File: config.mk
export PLATFORM = sky130hd
export DESIGN_NAME = imem_loader_ctrl
export DESIGN_NICKNAME = d
export VERILOG_FILES = /design/src/rtl/imem_loader_ctrl.sv
export SDC_FILE = /design/constraint.sdc
export NUM_CORES = 1
export LEC_CHECK = 0
export CAP_MARGIN = 0
export CORE_MARGIN = 2
export CORE_UTILIZATION = 35
export DETAILED_ROUTE_END_ITERATION = 10
export HOLD_SLACK_MARGIN = 0.06
export PLACE_DENSITY = 0.59
export SLEW_MARGIN = 10
export SYNTH_ARGS = -nofsm -noshare
export SYNTH_HDL_FRONTEND = slang
export SYNTH_SLANG_ARGS = --single-unit
File: constraint.sdc
create_clock -name clk -period 3.65 [get_ports clk]
set_input_delay 0.365 -clock clk [delete_from_list [all_inputs] [get_ports clk]]
set_output_delay 0.365 -clock clk [all_outputs]
set_load 0.005 [all_outputs]
File: src/rtl/imem_loader_ctrl.sv
// rtl/imem_loader_ctrl.sv - UART byte-command loader for the instruction memory and CPU run sequencer
module imem_loader_ctrl #(
    parameter int          ADDR_W      = 12,
    parameter int          TIMEOUT_CYC = 1000000,
    parameter logic [7:0]  CMD_LOAD    = 8'h4C,
    parameter logic [7:0]  CMD_RUN     = 8'h52,
    parameter logic [7:0]  CMD_STOP    = 8'h53
) (
    input  logic              clk,
    input  logic              reset_n,
    input  logic              rx_valid,
    input  logic [7:0]        rx_data,
    input  logic              tx_ready,
    output logic              tx_valid,
    output logic [7:0]        tx_data,
    output logic              imem_we,
    output logic [ADDR_W-1:0] imem_waddr,
    output logic [15:0]       imem_wdata,
    output logic              pc_load,
    output logic [15:0]       pc_start,
    output logic              cpu_run,
    input  logic              cpu_halt,
    output logic              busy
);
    localparam int TMO_W = $clog2(TIMEOUT_CYC + 1);
    localparam logic [7:0] RESP_OK   = 8'h4B;
    localparam logic [7:0] RESP_DONE = 8'h44;
    localparam logic [7:0] RESP_ERR  = 8'h45;

    typedef enum logic [3:0] {
        S_IDLE, S_L_AH, S_L_AL, S_L_CNT, S_L_WH, S_L_WL,
        S_R_AH, S_R_AL, S_START, S_RUN, S_RESP
    } state_t;

    state_t           state, state_nxt;
    logic [7:0]       resp, resp_nxt;
    logic [15:0]      addr;
    logic [7:0]       count;
    logic [7:0]       word_hi;
    logic [TMO_W-1:0] tmo;
    logic             timed;
    logic             tmo_hit;
    logic             load_word;

    always_comb begin
        state_nxt = state;
        resp_nxt  = resp;
        load_word = 1'b0;
        timed     = state inside {S_L_AH, S_L_AL, S_L_CNT, S_L_WH, S_L_WL, S_R_AH, S_R_AL};
        tmo_hit   = timed && !rx_valid && (tmo == TMO_W'(TIMEOUT_CYC - 1));
        case (state)
            S_IDLE: if (rx_valid) begin
                if (rx_data == CMD_LOAD)      state_nxt = S_L_AH;
                else if (rx_data == CMD_RUN)  state_nxt = S_R_AH;
                else begin
                    state_nxt = S_RESP;
                    resp_nxt  = (rx_data == CMD_STOP) ? RESP_OK : RESP_ERR;
                end
            end
            S_L_AH:  if (rx_valid) state_nxt = S_L_AL;
            S_L_AL:  if (rx_valid) state_nxt = S_L_CNT;
            S_L_CNT: if (rx_valid) begin
                if (rx_data == 8'd0) begin
                    state_nxt = S_RESP;
                    resp_nxt  = RESP_OK;
                end else begin
                    state_nxt = S_L_WH;
                end
            end
            S_L_WH:  if (rx_valid) state_nxt = S_L_WL;
            S_L_WL:  if (rx_valid) begin
                load_word = 1'b1;
                if (count == 8'd1) begin
                    state_nxt = S_RESP;
                    resp_nxt  = RESP_OK;
                end else begin
                    state_nxt = S_L_WH;
                end
            end
            S_R_AH:  if (rx_valid) state_nxt = S_R_AL;
            S_R_AL:  if (rx_valid) state_nxt = S_START;
            S_START: state_nxt = S_RUN;
            // Halt outranks a simultaneous stop byte
            S_RUN: begin
                if (cpu_halt) begin
                    state_nxt = S_RESP;
                    resp_nxt  = RESP_DONE;
                end else if (rx_valid && rx_data == CMD_STOP) begin
                    state_nxt = S_RESP;
                    resp_nxt  = RESP_OK;
                end
            end
            S_RESP:  if (tx_ready) state_nxt = S_IDLE;
            default: state_nxt = S_IDLE;
        endcase
        if (tmo_hit) begin
            state_nxt = S_RESP;
            resp_nxt  = RESP_ERR;
        end
    end

    always_ff @(posedge clk or negedge reset_n) begin
        if (!reset_n) begin
            state      <= S_IDLE;
            resp       <= 8'h00;
            addr       <= 16'h0000;
            count      <= 8'h00;
            word_hi    <= 8'h00;
            tmo        <= '0;
            imem_we    <= 1'b0;
            imem_waddr <= '0;
            imem_wdata <= 16'h0000;
            pc_start   <= 16'h0000;
        end else begin
            state   <= state_nxt;
            resp    <= resp_nxt;
            imem_we <= load_word;
            tmo     <= (!timed || rx_valid) ? '0 : tmo + 1'b1;
            if (rx_valid) begin
                case (state)
                    S_L_AH, S_R_AH: addr[15:8] <= rx_data;
                    S_L_AL:         addr[7:0]  <= rx_data;
                    S_R_AL: begin
                        addr[7:0] <= rx_data;
                        pc_start  <= {addr[15:8], rx_data};
                    end
                    S_L_CNT:        count      <= rx_data;
                    S_L_WH:         word_hi    <= rx_data;
                    default: ;
                endcase
            end
            // Only the memory-address bits advance, so the top of memory wraps to 0
            if (load_word) begin
                imem_waddr         <= addr[ADDR_W-1:0];
                imem_wdata         <= {word_hi, rx_data};
                addr[ADDR_W-1:0]   <= addr[ADDR_W-1:0] + 1'b1;
                count              <= count - 1'b1;
            end
        end
    end

    assign tx_valid = (state == S_RESP);
    assign tx_data  = tx_valid ? resp : 8'h00;
    assign pc_load  = (state == S_START);
    assign cpu_run  = (state == S_RUN);
    assign busy     = (state != S_IDLE);
endmodule

# Yosys cells after proc, flatten, opt, wreduce, memory -nomap -nowiden
# Index checks and enable logic that the tools add are counted.
# word_totals
reg_bits	109
in_bits	13
out_inout_bits	57
word_cells	109
# op_classes
addsub	3
n_eq_ne	29
n_mux	40
n_reduce_logical	25
# ops
cell	count
$mux 8	15
$mux 4	18
$pmux 4 s11	1
$pmux 8 s4	1
$ne 3x3->1 const B	10
$eq 8x7->1 const B	3
$mux 12	2
$add 20x1->20 const B	1
$eq 20x20->1 const B	1
$mux 20	1
$eq 4x3->1 const B	4
$add 12x1->12 const B	1
$eq 4x4->1 const B	3
$reduce_and 2->1	6
$reduce_and 10->1	1
$ne 3x2->1 const B	3
$reduce_and 9->1	1
$eq 4x2->1 const B	2
$eq 8x1->1 const B	1
$logic_not 8->1	1
$reduce_bool 2->1	4
$sub 8x1->8 const B	1
$reduce_bool 7->1	1
$reduce_bool 5->1	1
other kinds (9)	14

# Longest topological paths before layout
# logic_depth
depth_word	7
mapped_depth	9
mapped_depth_nobuf	6

# Worst setup path before layout
# No wires, ideal clock.
# synth_timing
kind	input-to-reg
startpoint	input rx_data[6]
endpoint	register resp[6]
setup_ns	0.131
t_arrival_ns	1.867
t_required_ns	3.519
slack_ns	1.651
stages	6
path_buffers	1
path_cell_list	clkbuf_1 > nand4b_1 > or3_4 > a32o_1 > and3_1 > or3_1
# synth_via
elab_chain_cells	4
word_cells_on_any_way	10
classes_between	7 x eq/ne; 3 x reduce/logical
# synth_rtl
item	line_no	source
from (decl)	12	input logic [7:0] rx_data,
$eq 8x7->1	88	end else if (rx_valid && rx_data == CMD_STOP) begin
$logic_and 1x1->1	88	
$ne 4x1->1 (no source line)	-	
$reduce_and 9->1 (no source line) (*)	-	
to (signal assigned)	116	resp <= resp_nxt;
to (decl)	36	logic [7:0] resp, resp_nxt;
# Mark *: on every way between the ends. The rest lies on a longest branch, timed or not.
# A chain may end at the register's enable or synchronous reset.

# Final worst setup path
# layout_timing
startpoint	register state[2]
endpoint	output busy
# layout_via
elab_chain_cells	1
# layout_rtl
item	line_no	source
from (decl)	35	state_t state, state_nxt;
from (signal assigned)	115	state <= state_nxt;
$reduce_bool 4->1	146	assign busy = (state != S_IDLE);
to (decl)	23	output logic busy
# Every way passes these cells.

==> reports/metrics.yaml <==
finalSetupViolCount: 0
cp-end-kind: "output port"
power.density_nw_per_um2: 649
clockBufferDepth: 2
clock_sinks: 105
final_util_pct: 43.2
min_path_type: "in2async"
cts_buffers: 9
path_clk_slew_ns: 0.07
p_leak_uw: 0.00275
combPwrFrac_pct: 31.6
drt_iter0_drc: 227
fin_area_um2: 6210
cp_top_family: "simple AND/OR/NAND/NOR gates"
n_antenna_cell: 0
dpl.hpwl_um: 8660
grt_max_degree: 71
clockPowerShare_pct: 23.6
io_pins: 70
area_delta_synth_final_pct: 22.4
nets: 608
path_class: "reg2out"
clk_latency_ns: 0.35
place_congestion: 0.903
ys_seq_elements: 105
cts_tree: "yes"
crit_path_top_delay_cell: "or4_1"
vias: 4046
slowest_delay_ns: 0.67
cts_post_setup_buffers_inserted: 0
dieArea_um2: 15500
max_freq_mhz: 404
cellInternalPower_uw: 2680
reg2reg_depth: 5
multi_input_area_um2: 2280
seqPwrFrac_pct: 44.8
grt_pass1_wl_um: 20800
coreArea_um2: 14400
yosysWarnings: 0
final_hold_viol_count: 0
fillers: 1359
finalWirelength_um: 12400
required_ns: 3.28
drtAntennaViolNets: 0
antenna_found_initial: 0
track_usage_pct: 16.6
crit_buf_inv: 1
p_sw_uw: 1350
maxCapViolCount: 0
h-tree-depth: 3
post_cts_resized: 0
irDropWorstVdd_v: 0.000265
num_rows: 44
port_buffers: 66
synthFlopType: "dfrtp_1"
min_period_ns: 2.47
placed_cell_area_um2: 5920
syn_area_um2: 5080
rsz0062_at_grt: "no"
grt_pass1_vias: 4010
chipWidth_um: 124
post_drt_wl_per_cell_um: 15.9
cp.depth: 2
maxSlewViolCount: 0
synth_cells: 530
syn_area_per_cell_um2: 9.58
slew_headroom_pct: 40.4
drc: 0
fin_crit_sh_pct: 67.8
die_height_um: 124
yosysSeqAreaShare_pct: 51.7
tightest_slew_ns: 0.893
synth-edff-count: 0
start_util_pct: 35.3
switching_share_pct: 33.4
regArea_um2: 2630
grt_remaining_overflow: 0
startpoint_type: "register"
finalClockSkew_ns: 0.0104
setup_tns_ns: 0
cts_hold_buf: 0
root_buffer: "clkbuf_16"
crit_arrival_ns: 2.11
path_cells: "or4_1 -> clkdlybuf4s50_1"
dr.pass1.iters: 4
async_flop_share_pct: 100
status: "finished, final reports clean"
vias_per_cell: 5.19
synth_cell_types: 61
drive_gt1_share_pct: 11.1
worst-path-max-fanout: 20
==> logic make-up (layout without fill, tap and decap cells) <==
kind of cell,count (synthesis),count (layout),synth area share (%)
adders and majority gates,4,4,0.986
AOI/OAI and AO/OA,86,86,11.4
other,1,3,0.0739
muxes,29,29,6.33
xor gates and xnor gates,16,16,2.76
buffers and inverters,40,104,3.50
and+or+nand+nor,249,249,23.2
DFF,105,105,51.7
==> power groups by stage <==
stage | sequential [uW] | combinational (uW) | clock [uW]
after floorplan | 1700 | 792 | 0
after global placement | 1820 | 1270 | 0
after detailed placement | 1830 | 1280 | 0
after CTS | 1810 | 1290 | 977
after global routing | 1870 | 1420 | 1030
final | 1800 | 1270 | 951
==> state kept, by name, summed over array words and instances (netlist names) <==
register and cells:
addr 16, imem_we 1, pc_start 16, state 4, word_hi 8, count 8
imem_waddr 12, imem_wdata 16, tmo 20, resp 4
==> metal layers <==
layer  GRT usage [%]  up-vias  part of all wire (%)
met2            28.5       86                    50
met3            4.55       10                   4.3
met1            20.7     2000                    44
met5               0        -                     0
li1                -     1950                     -
met4            4.03        0                   1.3
==> layout make-up <==
class                      instances  share of cell area, %
tap                              184                   3.71
clock buffer                      11                   3.91
inverter                          11                  0.665
clock inverter                     5                  0.725
sequential                       105                   42.3
multi-input combinational        387                   36.8
timing repair buffer              77                   11.9
==> cells in the final DEF, fill, tap and decap left out, types with 9 or more instances in the layout <==
| cell type | n |
|---|---|
| a21oi_1 | 20 |
| buf_4 | 12 |
| clkbuf_16 | 9 |
| clkdlybuf4s50_1 | 65 |
| dfrtp_1 | 105 |
| inv_1 | 10 |
| mux2_2 | 24 |
| nand2_1 | 118 |
| nand3_1 | 16 |
| nor2_1 | 42 |
| nor3_1 | 10 |
| o21ai_0 | 20 |
| or3_1 | 11 |
| xnor2_1 | 9 |
==> through the flow <==
step,setup slack (ns),hold WS (ns),cells,power (uW)
6_report,1.18,0.131,780,4030
5_1_grt,1.05,0.209,780,4310
4_1_cts,1.16,0.164,780,4080
3_5_place_dp,0.889,0.443,764,3110
3_3_place_gp,0.901,0.435,764,3090
2_1_floorplan,1.65,0.0694,532,2490
==> synthesized netlist by cell type (all sizes together) (7+ instances only) <==
cell type	n	area (um2)
nand2	118	443
dfrtp	105	2630
nor2	42	158
mux2	25	282
o21ai	22	110
a21oi	20	100
nand3	16	80.1
buf	15	83.8
clkbuf	14	52.6
or3	13	91.3
inv	11	41.3
nor3	10	50.1
xnor2	9	78.8
a2bb2oi	7	61.3
and2	7	43.8
nand4	7	43.8
xor2	7	61.3
==> final timing paths <==
path | start | to | slack [ns]
hold reg to reg | tmo[0] | tmo[0] | 0.45
setup / recovery | state[2] | busy | 1.18
min in group clk | tmo[0] | tmo[0] | 0.45
setup reg to reg | state[2] | resp[2] | 1.29
hold / removal | reset_n | imem_wdata[10] | 0.13
max in group asynchronous | reset_n | tmo[8] | 2.68
Power figures use the tool's default switching activity.
